**config.mk**
```make
export PLATFORM = sky130hd
export DESIGN_NAME = path_reader
export DESIGN_NICKNAME = d
export VERILOG_FILES = /design/src/rtl/maze_pkg.sv /design/src/rtl/path_reader.sv
export SDC_FILE = /design/constraint.sdc
export NUM_CORES = 1
export LEC_CHECK = 0
export CORE_MARGIN = 1.5
export CORE_UTILIZATION = 46
export DETAILED_ROUTE_END_ITERATION = 16
export PLACE_DENSITY_LB_ADDON = 0.25
export SLEW_MARGIN = 30
export SYNTH_ARGS = -nofsm -noshare
export SYNTH_HDL_FRONTEND = slang
export SYNTH_SLANG_ARGS = --single-unit
export TNS_END_PERCENT = 100
```
**constraint.sdc**
```tcl
create_clock -name clk -period 2.9 [get_ports clk]
set_clock_uncertainty 0.05 [all_clocks]
set_input_delay 0.58 -clock clk [delete_from_list [all_inputs] [get_ports clk]]
set_output_delay 0.58 -clock clk [all_outputs]
set_load 0.1 [all_outputs]
```
**src/rtl/maze_pkg.sv**
```systemverilog
// Shared maze definitions: location bus geometry, path reader FSM states and
// the row/col field extractors used by the stack, the solver and the path reader.
package maze_pkg;

   localparam int LOC_W = 8;
   localparam int ROW_W = 4;
   localparam int COL_W = 4;

   typedef enum logic [2:0] {
      ST_IDLE   = 3'd0,
      ST_DONE   = 3'd1,
      ST_SETTLE = 3'd2,
      ST_LOAD   = 3'd3,
      ST_EMIT   = 3'd4,
      ST_FIN    = 3'd5
   } rd_state_t;

   function automatic logic [ROW_W-1:0] loc_row(input logic [LOC_W-1:0] loc);
      return loc[LOC_W-1 -: ROW_W];
   endfunction

   function automatic logic [COL_W-1:0] loc_col(input logic [LOC_W-1:0] loc);
      return loc[COL_W-1:0];
   endfunction

endpackage

```
**src/rtl/path_reader.sv**
```systemverilog
// Reader side of the location stack: pulses done once, then pops each stored
// location and presents it as row/col on a valid/ready port, counting the path.
module path_reader
   import maze_pkg::*;
#(
   parameter int CNT_W = 8
) (
   input  logic             clk,
   input  logic             rst,
   input  logic             start,
   input  logic [LOC_W-1:0] stkLoc,
   input  logic             stkEmp,
   output logic             stkDone,
   output logic             stkPop,
   output logic [ROW_W-1:0] outRow,
   output logic [COL_W-1:0] outCol,
   output logic             outValid,
   input  logic             outReady,
   output logic             busy,
   output logic             fin,
   output logic [CNT_W-1:0] pathLen
);

   localparam logic [CNT_W-1:0] LEN_MAX = '1;

   rd_state_t        state_reg;
   rd_state_t        state_next;
   logic [ROW_W-1:0] row_reg;
   logic [COL_W-1:0] col_reg;
   logic [CNT_W-1:0] len_reg;

   always_ff @(posedge clk) begin
      if (rst) begin
         state_reg <= ST_IDLE;
      end else begin
         state_reg <= state_next;
      end
   end

   // SETTLE gives the stack one cycle to present the new top after done/pop.
   always_comb begin
      state_next = state_reg;
      unique case (state_reg)
         ST_IDLE:   if (start) state_next = ST_DONE;
         ST_DONE:   state_next = ST_SETTLE;
         ST_SETTLE: state_next = ST_LOAD;
         ST_LOAD:   state_next = stkEmp ? ST_FIN : ST_EMIT;
         ST_EMIT:   if (outReady) state_next = ST_SETTLE;
         ST_FIN:    state_next = ST_IDLE;
         default:   state_next = ST_IDLE;
      endcase
   end

   always_comb begin
      stkDone  = (state_reg == ST_DONE);
      stkPop   = (state_reg == ST_LOAD) && !stkEmp;
      outValid = (state_reg == ST_EMIT);
      fin      = (state_reg == ST_FIN);
      busy     = (state_reg != ST_IDLE);
   end

   // Row/col are held after fin so the display keeps the final location.
   always_ff @(posedge clk) begin
      if (rst) begin
         row_reg <= '0;
         col_reg <= '0;
         len_reg <= '0;
      end else begin
         if (state_reg == ST_IDLE && start) begin
            len_reg <= '0;
         end
         if (state_reg == ST_LOAD && !stkEmp) begin
            row_reg <= loc_row(stkLoc);
            col_reg <= loc_col(stkLoc);
         end
         if (state_reg == ST_EMIT && outReady && len_reg != LEN_MAX) begin
            len_reg <= len_reg + 1'b1;
         end
      end
   end

   assign outRow  = row_reg;
   assign outCol  = col_reg;
   assign pathLen = len_reg;

endmodule
```
==> impl_metrics.json, run 1 <==
{
  "critPathLaunchType": "primary input",
  "cts_buffer_depth": 2,
  "root_buffer": "clkbuf_4",
  "hp-class": "reg -> reg",
  "period_needed_ns": 2.42,
  "timing.final.hold_violations": 0,
  "worst_hold_startpoint": "outRow[0]",
  "globalplace.congestion": 0.728,
  "reg2reg_depth": 5,
  "yosys.area_share.simple_pct": 31.9,
  "syn-cell-area_sq_um": 926,
  "area_growth_pct": 35.9,
  "num_rows": 16,
  "avgViaCountPerCell": 5.31,
  "critPathMaxFanout": 9,
  "numPortBuffers": 33,
  "drv_slew": 0,
  "cts_made_buffers": 3,
  "cap_violations": 0,
  "drc_errors": 0,
  "io_pins": 34,
  "grt_pass1_vias": 732,
  "grt_overflow": 0,
  "outcome": "completed",
  "ys_warn_count": 0,
  "synth_fp_nets": 123,
  "post_cts_resized": 0,
  "htree_levels": 1,
  "holdPathEnd": "outRow[0]",
  "die_area_sq_mm": 0.00229,
  "ys_types": 35,
  "clock_sinks": 19,
  "r2r-end": "pathLen[3]",
  "min_path_cells": 2,
  "fin_util_pct": 65.5,
  "ir_worst_vdd_v": 0.000319,
  "r2r_slack_ns": 1.17,
  "grt_first_pass_wirelength_um": 3070,
  "dr_total_vias": 898,
  "fin_nets": 157,
  "hold-worst-slack_ns": 0.414,
  "drt-total-wl_um": 2040,
  "leakagePower_nw": 0.531,
  "grt.total_usage_pct": 18.9,
  "synth-compound-area-share_pct": 20.9,
  "finalSetupViolCount": 0,
  "synth_top_family_by_area": "simple AND/OR/NAND/NOR gates",
  "end_kind": "primary output",
  "muxShareOfSynthArea_pct": 1.22,
  "fillers": 184,
  "synthAdderAreaFrac_pct": 1.35,
  "worst_slew_pin_slew_ns": 0.583,
  "place_inst": 165,
  "async_flop_share_pct": 0,
  "fin_tns_setup_ns": 0,
  "fin_crit_sh_pct": 83.3,
  "post-cts-setup-buffer-count": 0,
  "avgSynthCellArea_sq_um": 8.49,
  "antenna_found_initial": 0,
  "ys_top_cells_by_count": "nand2_1, dfxtp_1, a21oi_1",
  "power_per_cell_area_mw_per_mm2": 425,
  "synth_xor_area_share_pct": 0,
  "wl_per_cell_um": 12.0,
  "crit_type": "in -> out",
  "reg2reg_from": "pathLen[0]",
  "cts_tree": "yes",
  "slew_headroom_pct": 61.0,
  "synth_top_area_cell": "dfxtp_1",
  "start_util_pct": 48.2,
  "cp.arrival_ns": 1.79,
  "drt-pass1-iter-count": 4,
  "clk_latency_ns": 0.30,
  "core_sq_mm": 0.00192,
  "num_antenna_cells": 0,
  "layout.cells.non_filler": 169,
  "post_route_cells_drive_above_1_share_pct": 25.4,
  "syn_inst": 109,
  "rsz0062_at_grt": "false",
  "synth-seq-cells": 19,
  "synth_ff_type": "dfxtp_1",
  "setup_ws_ns": 0.484,
  "synth_most_common_cell": "nand2_1",
  "die_h_um": 47.9,
  "required_ns": 2.27,
  "synth_top_area_share_pct": 41.1,
  "place_ws_ns": 0.481,
  "dpl.hpwl_um": 1540,
  "grt_max_degree": 17,
  "synthTopCellsByArea": "dfxtp_1, a21oi_1, nand2_1, nand4bb_4, nor2_1",
  "ant_nets": 0,
  "fmax_ghz": 0.414,
  "holdBufCountCts": 0,
  "ys_seq_area_share_pct": 41.1,
  "largest_reg_flops": 8,
  "drt_iter0_markers": 20,
  "synth_edf_count": 0,
  "die_w_um": 47.9,
  "clkTransAtPathRegs_ns": 0.11
}
-- layout make-up --
| class | instances | area, sq um | area share (%) |
|---|---|---|---|
| sequential | 19 | 380 | 30.2 |
| clock buffer | 3 | 22.5 | 1.79 |
| multi-input combinational | 84 | 518 | 41.2 |
| inverter | 2 | 8.76 | 0.696 |
| tap | 27 | 33.8 | 2.68 |
| timing repair buffer | 33 | 290 | 23.1 |
| clock inverter | 1 | 5.00 | 0.398 |
-- cell usage in the layout, fill, tap and decap left out --
cell type	netlist	routed
and3b_2	1	1
a211o_1	3	3
or2_1	1	1
a22o_1	1	1
nor3b_2	1	2
clkdlybuf4s50_1	0	12
mux2_2	1	1
o21ai_2	1	1
nor3_1	5	5
a311oi_2	1	1
a21o_1	3	3
or2b_1	2	2
clkbuf_4	0	3
nor4_2	1	1
nand3_1	3	3
ha_1	1	1
o21ai_0	2	2
and2_2	1	1
o22ai_1	1	1
nand3b_1	2	2
inv_1	1	1
buf_12	0	1
a21o_2	1	1
a21oi_1	16	16
nand4_1	1	1
nand4bb_4	1	1
and3_1	3	3
dfxtp_1	19	19
nand2_1	20	20
buf_4	0	20
or3_1	1	1
nor2_1	7	7
and4_1	1	1
a211oi_1	1	1
clkinv_2	1	2
-- worst max-delay path by stage --
stage                  from    endpoint  slack [ns]  cells past startpoint
2_1_floorplan  state_reg[2]  pathLen[6]        0.32                      4
3_3_place_gp         stkEmp      stkPop        0.52                      4
3_5_place_dp         stkEmp      stkPop        0.48                      4
4_1_cts              stkEmp      stkPop        0.47                      4
5_1_grt        state_reg[2]      stkPop        0.36                      4
6_report             stkEmp      stkPop        0.48                      4
-- per-stage QoR --
step	total power, mW	cell area (sq um)
3_3_place_gp	0.401	1230
5_1_grt	0.557	1260
2_1_floorplan	0.370	931
3_5_place_dp	0.403	1230
4_1_cts	0.537	1260
6_report	0.534	1260
-- metal layers --
layer | global-route usage, % | wire length (um)
met3 | 2.26 | 94
met1 | 24.9 | 961
met4 | 9.19 | 26
met5 | 0 | 0
met2 | 30.4 | 954
-- critical path, cell delays in order --
cell,delay [ns]
clkdlybuf4s50_1,0.47
or2_1,0.30
clkinv_2,0.22
buf_12,0.22
-- power by group --
group	internal [mW]	switching, mW	leakage [nW]
logic	0.0405	0.0796	0.360
clock network	0.0515	0.0863	0.0177
registers	0.266	0.0101	0.154
-- kinds of logic (layout without fill, tap and decap cells) --
family          count (synthesis)  after routing
compound gates                 30             30
buf+inv                         6             39
flops                          19             19
simple gates                   52             52
mux                             1              1
fa+ha+maj                       1              1
Note: power is estimated with default switching activity, not from simulation.
==> inputs of run 2 (changes only) <==
--- a/config.mk
+++ b/config.mk
@@ -6,7 +6,7 @@
 export NUM_CORES = 1
 export LEC_CHECK = 0
 export CORE_MARGIN = 1.5
-export CORE_UTILIZATION = 46
+export CORE_UTILIZATION = 39
 export DETAILED_ROUTE_END_ITERATION = 16
 export PLACE_DENSITY_LB_ADDON = 0.25
 export SLEW_MARGIN = 30
==> constraint.sdc (replaced) <==
create_clock -name clk -period 2 [get_ports clk]
set_clock_uncertainty 0.05 [all_clocks]
set_input_delay 0.4 -clock clk [delete_from_list [all_inputs] [get_ports clk]]
set_output_delay 0.4 -clock clk [all_outputs]
set_load 0.1 [all_outputs]
==> impl_metrics.json, run 2 (synthesized netlist as in run 1, its figures left out) <==
{
  "clock_sinks": 19,
  "r2r-end": "pathLen[3]",
  "use_met3_pct": 2.59,
  "power_frac_seq_pct": 51.0,
  "required_ns": 1.55,
  "period_needed_ns": 1.87,
  "grt_pass1_vias": 778,
  "holdBufCountCts": 0,
  "cp.arrival_ns": 1.42,
  "num_antenna_cells": 0,
  "layout.cells.non_filler": 173,
  "grt.total_usage_pct": 17.0,
  "drc_errors": 0,
  "switching_share_pct": 31.4,
  "drv_slew": 0,
  "worst_slew_pin_slew_ns": 0.469,
  "core_sq_mm": 0.00223,
  "layout_commonest_cell": "nand2_1",
  "ir_worst_vdd_v": 0.000514,
  "io_pins": 34,
  "path_buf_inv": 2,
  "htree_levels": 1,
  "max_stage_delay_ns": 0.51,
  "grt_overflow": 0,
  "cts_buffer_depth": 2,
  "cts_made_buffers": 3,
  "holdPathEnd": "outCol[1]",
  "grt_max_degree": 14,
  "critPathLaunchType": "flip-flop",
  "clkTransAtPathRegs_ns": 0.11,
  "largest_reg_flops": 8,
  "met1_usage_pct": 23.8,
  "timing.final.hold_violations": 0,
  "slew_headroom_pct": 68.6,
  "min_path_cells": 2,
  "fin_crit_sh_pct": 93.6,
  "start_util_pct": 41.5,
  "finalSetupViolCount": 0,
  "crit_type": "reg -> out",
  "power_per_cell_area_mw_per_mm2": 571,
  "busiest_layer": "met2",
  "leakagePower_nw": 0.569,
  "wl_per_cell_um": 12.3,
  "r2r_slack_ns": 0.27,
  "fillers": 204,
  "avgViaCountPerCell": 5.29,
  "dr_total_vias": 915,
  "fin_nets": 160,
  "root_buffer": "clkbuf_4",
  "regArea_sq_um": 395,
  "area_growth_pct": 49.1,
  "critPathMaxFanout": 8,
  "die_h_um": 51.7,
  "dpl.hpwl_um": 1660,
  "gr-usage-met2_pct": 26.9,
  "reg2reg_from": "pathLen[0]",
  "place_inst": 169,
  "fmax_ghz": 0.534,
  "die_w_um": 51.7,
  "clk_latency_ns": 0.28,
  "p_clk_share_pct": 23.5,
  "outcome": "completed",
  "post_route_cells_drive_above_1_share_pct": 33.8,
  "hp-class": "reg -> reg",
  "worst_hold_startpoint": "outCol[1]",
  "ant_nets": 0,
  "critPathTopFamily": "flip-flops",
  "drt_iter0_markers": 9,
  "numPortBuffers": 33,
  "p_comb_share_pct": 25.5,
  "die_area_sq_mm": 0.00268,
  "grt_first_pass_wirelength_um": 3500,
  "drt-pass1-iter-count": 4,
  "hold-worst-slack_ns": 0.415,
  "switchingPower_uw": 247,
  "antenna_found_initial": 0,
  "final_cell_mix": "nand2_1, buf_4, a21oi_1, clkdlybuf4s50_1",
  "post-cts-setup-buffer-count": 0,
  "drt-total-wl_um": 2140,
  "cts_tree": "yes",
  "worstPathCellList": "nand3b_1 > or2_1 > clkinv_2 > buf_12",
  "cap_violations": 0,
  "num_rows": 17,
  "reg2reg_depth": 5,
  "slowest_stage": "dfxtp_1",
  "multiInputGateArea_sq_um": 526,
  "intPower_uw": 541,
  "rsz0062_at_grt": "false",
  "globalplace.congestion": 0.839,
  "end_kind": "primary output"
}
[run 2: changes by cell type in the layout (fill, tap and decap cells not counted), sizes merged]
cell / delta
buf: +3
[run 2: layout make-up]
type	count	share of cell area (%)
timing repair buffer	36	28.1
clock buffer	3	1.63
tap	28	2.54
sequential	19	28.6
inverter	2	0.635
clock inverter	1	0.363
multi-input combinational	84	38.1
[run 2: power groups by stage]
| stage | Sequential [mW] | Clock, mW | Combinational (mW) |
|---|---|---|---|
| after floorplan | 0.421 | 0 | 0.118 |
| after global placement | 0.409 | 0 | 0.200 |
| after detailed placement | 0.410 | 0 | 0.202 |
| after CTS | 0.401 | 0.193 | 0.202 |
| after global routing | 0.404 | 0.209 | 0.210 |
| final | 0.402 | 0.185 | 0.201 |
[run 2: how the worst max path moves through the flow]
stage | start | end | slack, ns | depth (start not counted)
finish | state_reg[0] | stkPop | 0.13 | 4
global route | state_reg[0] | stkPop | 0.009 | 4
CTS | state_reg[1] | stkPop | 0.07 | 4
detailed placement | outReady | pathLen[3] | 0.06 | 5
global placement | outReady | pathLen[3] | 0.13 | 5
floorplan | state_reg[0] | stkDone | -0.17 | 1
[run 2: worst register-to-register path, cell delays in order, from the launching register on]
cell	delay, ns
dfxtp_2	0.35
ha_1	0.26
and3_1	0.24
a211oi_1	0.46
and3_1	0.24
a211o_1	0.09
[run 2: per-layer routing]
layer  vias up  routed length, um  share of wire (%)
li1        462                  -                  -
met4         0                 17               0.80
met2        19               1020                 48
met1       432               1020                 48
met5         -                  0                  0
met3         2                 71                3.3
[run 2: repair_timing]
action / 4_1_cts / 5_1_grt
resized for setup: 0 / 1
hold endpoints to repair: 0 / 0
setup endpoints to repair: 0 / 1
[run 2: stage by stage]
step                setup TNS, ns  cell area [sq um]  total power, mW  utilization [%]  worst slack, ns
floorplan                  -0.269                952            0.538                -           -0.173
global placement                0               1350            0.609             60.5            0.133
detailed placement              0               1350            0.612             60.5           0.0593
CTS                             0               1380            0.797             61.7           0.0690
global route                    0               1380            0.823             61.8          0.00897
finish                          0               1380            0.788             61.8            0.127
